`src/rtl/clk_div_gen.sv`:
```
// Multi-channel programmable clock-enable divider with glitch-free start/stop,
// boundary-aligned divisor changes and a global phase-align strobe.
module clk_div_gen #(
    parameter int CHANNELS    = 2,
    parameter int WIDTH       = 8,
    parameter int DEFAULT_DIV = 2
) (
    input  logic                      clk,
    input  logic                      rst,
    input  logic [CHANNELS-1:0]       en_i,
    input  logic [CHANNELS-1:0]       load_i,
    input  logic [CHANNELS*WIDTH-1:0] div_i,
    input  logic                      sync_i,
    output logic [CHANNELS-1:0]       en_ack_o,
    output logic [CHANNELS-1:0]       clk_o,
    output logic [CHANNELS-1:0]       tick_o
);

    localparam logic [WIDTH-1:0] DEF_DIV = WIDTH'(DEFAULT_DIV);
    localparam logic [WIDTH-1:0] ONE     = WIDTH'(1);

    logic [CHANNELS-1:0] run_q, run_d;
    logic [CHANNELS-1:0] clk_q, clk_d;
    logic [CHANNELS-1:0] tick_q, tick_d;
    logic [WIDTH-1:0]    k_q [CHANNELS];
    logic [WIDTH-1:0]    k_d [CHANNELS];
    logic [WIDTH-1:0]    d_q [CHANNELS];
    logic [WIDTH-1:0]    d_d [CHANNELS];
    logic [WIDTH-1:0]    p_q [CHANNELS];
    logic [WIDTH-1:0]    p_d [CHANNELS];
    logic [WIDTH-1:0]    nd  [CHANNELS];
    logic [CHANNELS-1:0] bnd;

    always_comb begin
        for (int i = 0; i < CHANNELS; i++) begin
            // A same-cycle load overrides the pending divisor at a boundary
            nd[i]     = load_i[i] ? div_i[i*WIDTH +: WIDTH] : p_q[i];
            p_d[i]    = nd[i];
            run_d[i]  = run_q[i];
            k_d[i]    = k_q[i];
            d_d[i]    = d_q[i];
            bnd[i]    = !run_q[i] || (k_q[i] == d_q[i] - ONE) || sync_i;
            if (bnd[i]) begin
                k_d[i] = '0;
                if (en_i[i] && (nd[i] != '0)) begin
                    run_d[i] = 1'b1;
                    d_d[i]   = nd[i];
                end else begin
                    run_d[i] = 1'b0;
                end
            end else begin
                k_d[i] = k_q[i] + ONE;
            end
            // Outputs are computed from next state so they leave flops directly
            clk_d[i]  = run_d[i] &&
                        ({1'b0, k_d[i]} < (({1'b0, d_d[i]} + (WIDTH+1)'(1)) >> 1));
            tick_d[i] = run_d[i] && (k_d[i] == d_d[i] - ONE);
        end
    end

    always_ff @(posedge clk or posedge rst) begin
        if (rst) begin
            run_q  <= '0;
            clk_q  <= '0;
            tick_q <= '0;
            for (int i = 0; i < CHANNELS; i++) begin
                k_q[i] <= '0;
                d_q[i] <= DEF_DIV;
                p_q[i] <= DEF_DIV;
            end
        end else begin
            run_q  <= run_d;
            clk_q  <= clk_d;
            tick_q <= tick_d;
            for (int i = 0; i < CHANNELS; i++) begin
                k_q[i] <= k_d[i];
                d_q[i] <= d_d[i];
                p_q[i] <= p_d[i];
            end
        end
    end

    assign en_ack_o = run_q;
    assign clk_o    = clk_q;
    assign tick_o   = tick_q;

endmodule

```
`config.mk`:
```
export PLATFORM = sky130hd
export DESIGN_NAME = clk_div_gen
export DESIGN_NICKNAME = d
export VERILOG_FILES = /design/src/rtl/clk_div_gen.sv
export SDC_FILE = /design/constraint.sdc
export NUM_CORES = 1
export LEC_CHECK = 0
export ABC_CLOCK_PERIOD_IN_PS = 4200
export CAP_MARGIN = 10
export CORE_ASPECT_RATIO = 0.6
export CORE_MARGIN = 5
export CORE_UTILIZATION = 50
export CTS_CLUSTER_DIAMETER = 50
export CTS_CLUSTER_SIZE = 25
export DETAILED_ROUTE_END_ITERATION = 12
export PLACE_DENSITY = 0.72
export SYNTH_ARGS = -nofsm -noshare
export SYNTH_HDL_FRONTEND = slang
export SYNTH_SLANG_ARGS = --single-unit
```
`constraint.sdc`:
```
create_clock -name clk -period 4.2 [get_ports clk]
set_input_delay 1.05 -clock clk [delete_from_list [all_inputs] [get_ports clk]]
set_output_delay 1.05 -clock clk [all_outputs]
set_load 0.01 [all_outputs]
```
Word level (Yosys, flattened, before mapping). Cells that the tools add are included.

Add/sub/neg operators: 8. Mux-type cells: 12. $lt $le $gt $ge: 2. Equality and inequality tests: 4. Reductions and logical operators: 14.

Operators with widths (count): two-way mux 8 bit (8); equality test 8 bit (4); subtractor 8 x 1 -> 8 bit, second input constant (4); adder 8 x 1 -> 9 bit, second input constant (2); adder 8 x 1 -> 8 bit, second input constant (2); < comparator 8 bit (2); nonzero test 8 bit (2); logical AND 1 bit (6); logical OR 1 bit (4); two-way mux 1 bit (4); logical NOT 1 bit (2).

Word-level logic and storage cells: 49. Output and inout bits: 6. Register bits: 54. Input bits: 23.

Depth between registers and ports, before layout.
Depth in word-level cells: 8. Gate-level depth with buffers: 20. Depth with buffers taken out: 18.

Worst setup path after synthesis. Ideal clock, no wire load.

Path kind: input-to-reg. Start point: input load_i[1]. End point: register tick_q[1], in the netlist tick_o[1]. Data arrival time: 4.174 ns. Setup slack: -0.075 ns. Cell stages on the path: 16. Setup time: 0.101 ns. Path buffers: 2. Required time: 4.099 ns. Cell sequence: clkbuf_1 > mux2_2 > nor2_1 > o21a_1 > nor2b_1 > o211ai_2 > buf_2 > nor2_1 > a21oi_1 > inv_1 > ha_1 > nand2b_1 > a211oi_1 > a21oi_1 > a311o_1 > nor4_1.

RTL lines: start: declaration (line 11) `input logic [CHANNELS-1:0] load_i,`; end signal: assignment (line 74) `tick_q <= tick_d;`; end: declaration (line 24) `logic [CHANNELS-1:0] tick_q, tick_d;`.

==> metrics.md <==
| Metric | Value |
|---|---|
| CP max-delay cell | clkdlybuf4s50_1 |
| CP Max Fanout | 7 |
| HP Start | p_q[15]$_DFF_PP0_ |
| Wire length per cell | between 15 and 20 um |
| Final std cells w/o fill | between 600 and 700 |
| Syn Std Cell Area | 4050 sq um |
| Max clock buf depth | 2 |
| Clock Power Share | 16.1% |
| Final setup TNS | 0 ps |
| P_sw | 1110 uW |
| Leading area contributor after synthesis | dfrtp_1 |
| Period Utilization, post-route | roughly 97% |
| Reg-to-Reg End | clk_o[1]$_DFF_PP0_ |
| Worst vdd ir | 218 uV |
| Worst slack, placed | -490 ps |
| CP endpoint kind | flip-flop |
| Via count | roughly 3800 |
| Final setup vio count | 0 |
| Switch share | a little over two fifths |
| Register area share after synthesis | 33.5% |
| Largest net degree at the start of global routing | 31 |
| TritonRoute pass-1 iters | 7 |
| Min Hold Slack | 538 ps |
| Antenna-violating nets left | 0 |
| Most frequent cells after synthesis | 50 x dfrtp_1, 38 x nor2_1, 33 x xnor2_1 |
| Worst Hold Class | flip-flop to flip-flop |
| Count leader, synth | dfrtp_1 |
| Combinational fraction of design power | approximately 55% |
| Post-synth ARST share | 100% |
| Worst Skew | 5.97 ps |
| Max Fclk | 245 MHz |
| DP Wirelength | 9.01 mm |
| Sink Count | 54 |
| Root Buffer Master | clkbuf_16 |
| Final hold vios | 0 |
| Cts bufs inserted | 5 |
| Clock-pin slew on the worst setup and hold paths | approximately 70 ps |
| Starting Density | slightly above 50% |
| Placed Cells | 613 |
| Setup crit start kind | input port |
| Total power | approximately 2700 uW |
| DRC | 0 |
| WL final | 12.1 mm |
| Hold Crit Depth | 1 |
| M1 GR Usage | a little over a third |
| Antenna violations before repair | 0 |
| Layout area overhead | 29.2% |
| Total track usage | 24.2% |
| Crit path kind | input port to flip-flop |
| Max-capacitance violation count | 0 |
| CP Data Required Time | 4410 ps |
| Global routing usage on met2 | 34.0% |
| # IOs | 29 |
| Worst path most repeated cell | and4_1 |
| Post-synth net total | 482 |
| Sequential share of power | ~29% |
| Vias in the first global route | 3640 |
| Final WS setup | 118 ps |
| Worst-Skew Late Latency | 290 ps |
| GP Congestion | 1.02 |
| Die outline area | 10100 sq um |
| Top-area cell type share of the netlist area | ~31% |
| Grt ovf | 0 |
| Share of layout cells above drive strength 1 | 26.0% |
| Final Max Tran Viols | 0 |
| R2r setup slk | 140 ps |
| Slew headroom | 55.8% |
| P per Cell Area | 508 nW/um^2 |
| Global-route wire length before repair | 19.1 mm |
| Int Power | 1550 uW |
| Distinct cells, synth | 63 |
| Post-synthesis register bit count | 54 |
| RR Startpoint | d_q[2]$_DFF_PP0_ |
| Met3 usage | 7.35% |
| Post-synthesis instance total | between 400 and 500 |
| Static leakage | 0.00232 uW |
| Post-route minimum period | 4080 ps |
| Max incr delay on CP | between 400 and 500 ps |
| I/O Buffers | 28 |
| WHS Endpoint | p_q[15]$_DFF_PP0_ |
| CTS tree | built |
| Status | complete, no violations |
| Most crowded layer after global routing | met1 |
| DR vias/cell | slightly below 6 |
| Violation count after the first detailed-route iteration | 439 |
| # H-tree levels | 2 |
| Rows | 25 |
| Area contributors post-synth | dfrtp_1 31%, xnor2_1 7.1%, ha_1 6.8% |
| Die X-Extent | 126 um |
| Post-synth EDFFs | 0 |
| # diodes | 0 |
| Reg2reg path depth | 17 |
| Worst Path Arrival | 4290 ps |
| Least-Margin Pin Slew | 663 ps |
| Yosys warning count | 0 |
| Syn Area/Cell | 9.26 sq um |
| Ys flop type | dfrtp_1 |
| # nets final | 571 |
| Die extent in y | 79.7 um |
| CP cell instances | clkdlybuf4s50_1 > nor4_1 > a22oi_1 > o31a_1 > and2_4 > buf_4 > o21a_1 > and2_1 > and4_1 > xnor2_2 > ha_1 > and4_1 > a21oi_2 > nand3_1 > a31oi_1 |
| Core ar. | 7880 sq um |
## worst max-delay path: cells and delay by family
family,cells,cell delay (ps)
AO/OA/AOI/OAI,5,980
XOR/XNOR,1,140
adder cells (fa/ha/maj),1,300
buffers and inverters,2,590
AND/OR/NAND/NOR,6,1220
## placed cells by master (no fill, tap or decap), types with 3 or more instances in the layout
| cell | instances |
|---|---|
| nand2b_1 | 8 |
| dfrtp_1 | 50 |
| a31oi_1 | 3 |
| nor3_2 | 3 |
| a21oi_2 | 5 |
| xnor2_1 | 31 |
| o221ai_1 | 3 |
| nor4_1 | 6 |
| clkbuf_16 | 5 |
| a21o_1 | 5 |
| nand2_1 | 25 |
| buf_6 | 4 |
| ha_1 | 21 |
| buf_4 | 67 |
| dfstp_2 | 4 |
| a211oi_1 | 3 |
| mux2i_2 | 3 |
| or3_1 | 4 |
| nand4_1 | 8 |
| and2_1 | 3 |
| inv_1 | 21 |
| nor2b_1 | 8 |
| nor3_1 | 6 |
| xor2_1 | 25 |
| o21ai_0 | 13 |
| nand3_1 | 20 |
| dlymetal6s2s_1 | 5 |
| nor2_1 | 35 |
| clkdlybuf4s50_1 | 23 |
| mux2_2 | 17 |
| mux2i_1 | 14 |
| a21oi_1 | 12 |
| nor2_2 | 4 |
| nand3b_1 | 3 |
| o21a_1 | 5 |
## power groups by stage
stage          clock [uW]  combinational (uW)  sequential, uW
6_report              426                1460             769
5_1_grt               456                1560             782
4_1_cts               433                1320             759
3_5_place_dp            0                1270             766
3_3_place_gp            0                1220             765
2_1_floorplan           0                 852             686
## timing repair
item                                    CTS  global route
buffers inserted                          5             9
cloned                                    0             0
pin swaps                                 3            14
gates resized for setup                  11            31
endpoints found under the setup margin    3             3
hold buffers                              0             0
## routing by layer
layer | part of all wire (%) | wire length (um)
met2 | 41 | 4920
met4 | 1.9 | 235
met1 | 45 | 5450
met3 | 13 | 1520
met5 | 0 | 0
## stage by stage
step / cell area (sq um) / utilization (%)
CTS: 5040 / 64.0
finish: 5230 / 66.3
detailed placement: 4810 / 61.1
global placement: 4810 / 61.1
global route: 5230 / 66.3
floorplan: 4050 / -
## state kept, by name, summed over array words and instances, names as in the netlist
signal	cells
p_q	16
tick_o	2
en_ack_o	2
d_q	16
k_q	16
clk_o	2
## kinds of logic (layout without fill, tap and decap cells)
logic type	after synthesis	in the layout	synth area share [%]
flip-flops	54	54	33.5
AND/OR/NAND/NOR	154	154	20.5
buffers and inverters	39	129	3.93
adder cells (fa/ha/maj)	22	22	6.80
multiplexers	36	36	9.55
XOR/XNOR	59	59	12.8
AO/OA/AOI/OAI	73	73	13.0
## layout make-up
class | instances | area, sq um
inverter | 22 | 82.6
clock inverter | 1 | 5.00
sequential | 54 | 1360
clock buffer | 7 | 143
multi-input combinational | 344 | 2660
tap | 108 | 135
fill | 597 | 2660
timing repair buffer | 99 | 841
## worst max path at each step
| stage | to | cells past startpoint | from |
|---|---|---|---|
| 2_1_floorplan | tick_o[1]$_DFF_PP0_ | 16 | load_i[1] |
| 3_3_place_gp | clk_o[1]$_DFF_PP0_ | 17 | div_i[12] |
| 3_5_place_dp | clk_o[1]$_DFF_PP0_ | 16 | div_i[13] |
| 4_1_cts | clk_o[1]$_DFF_PP0_ | 17 | load_i[1] |
| 5_1_grt | clk_o[1]$_DFF_PP0_ | 17 | d_q[2]$_DFF_PP0_ |
| 6_report | clk_o[0]$_DFF_PP0_ | 15 | div_i[7] |
(Power assumes the default switching activity.)
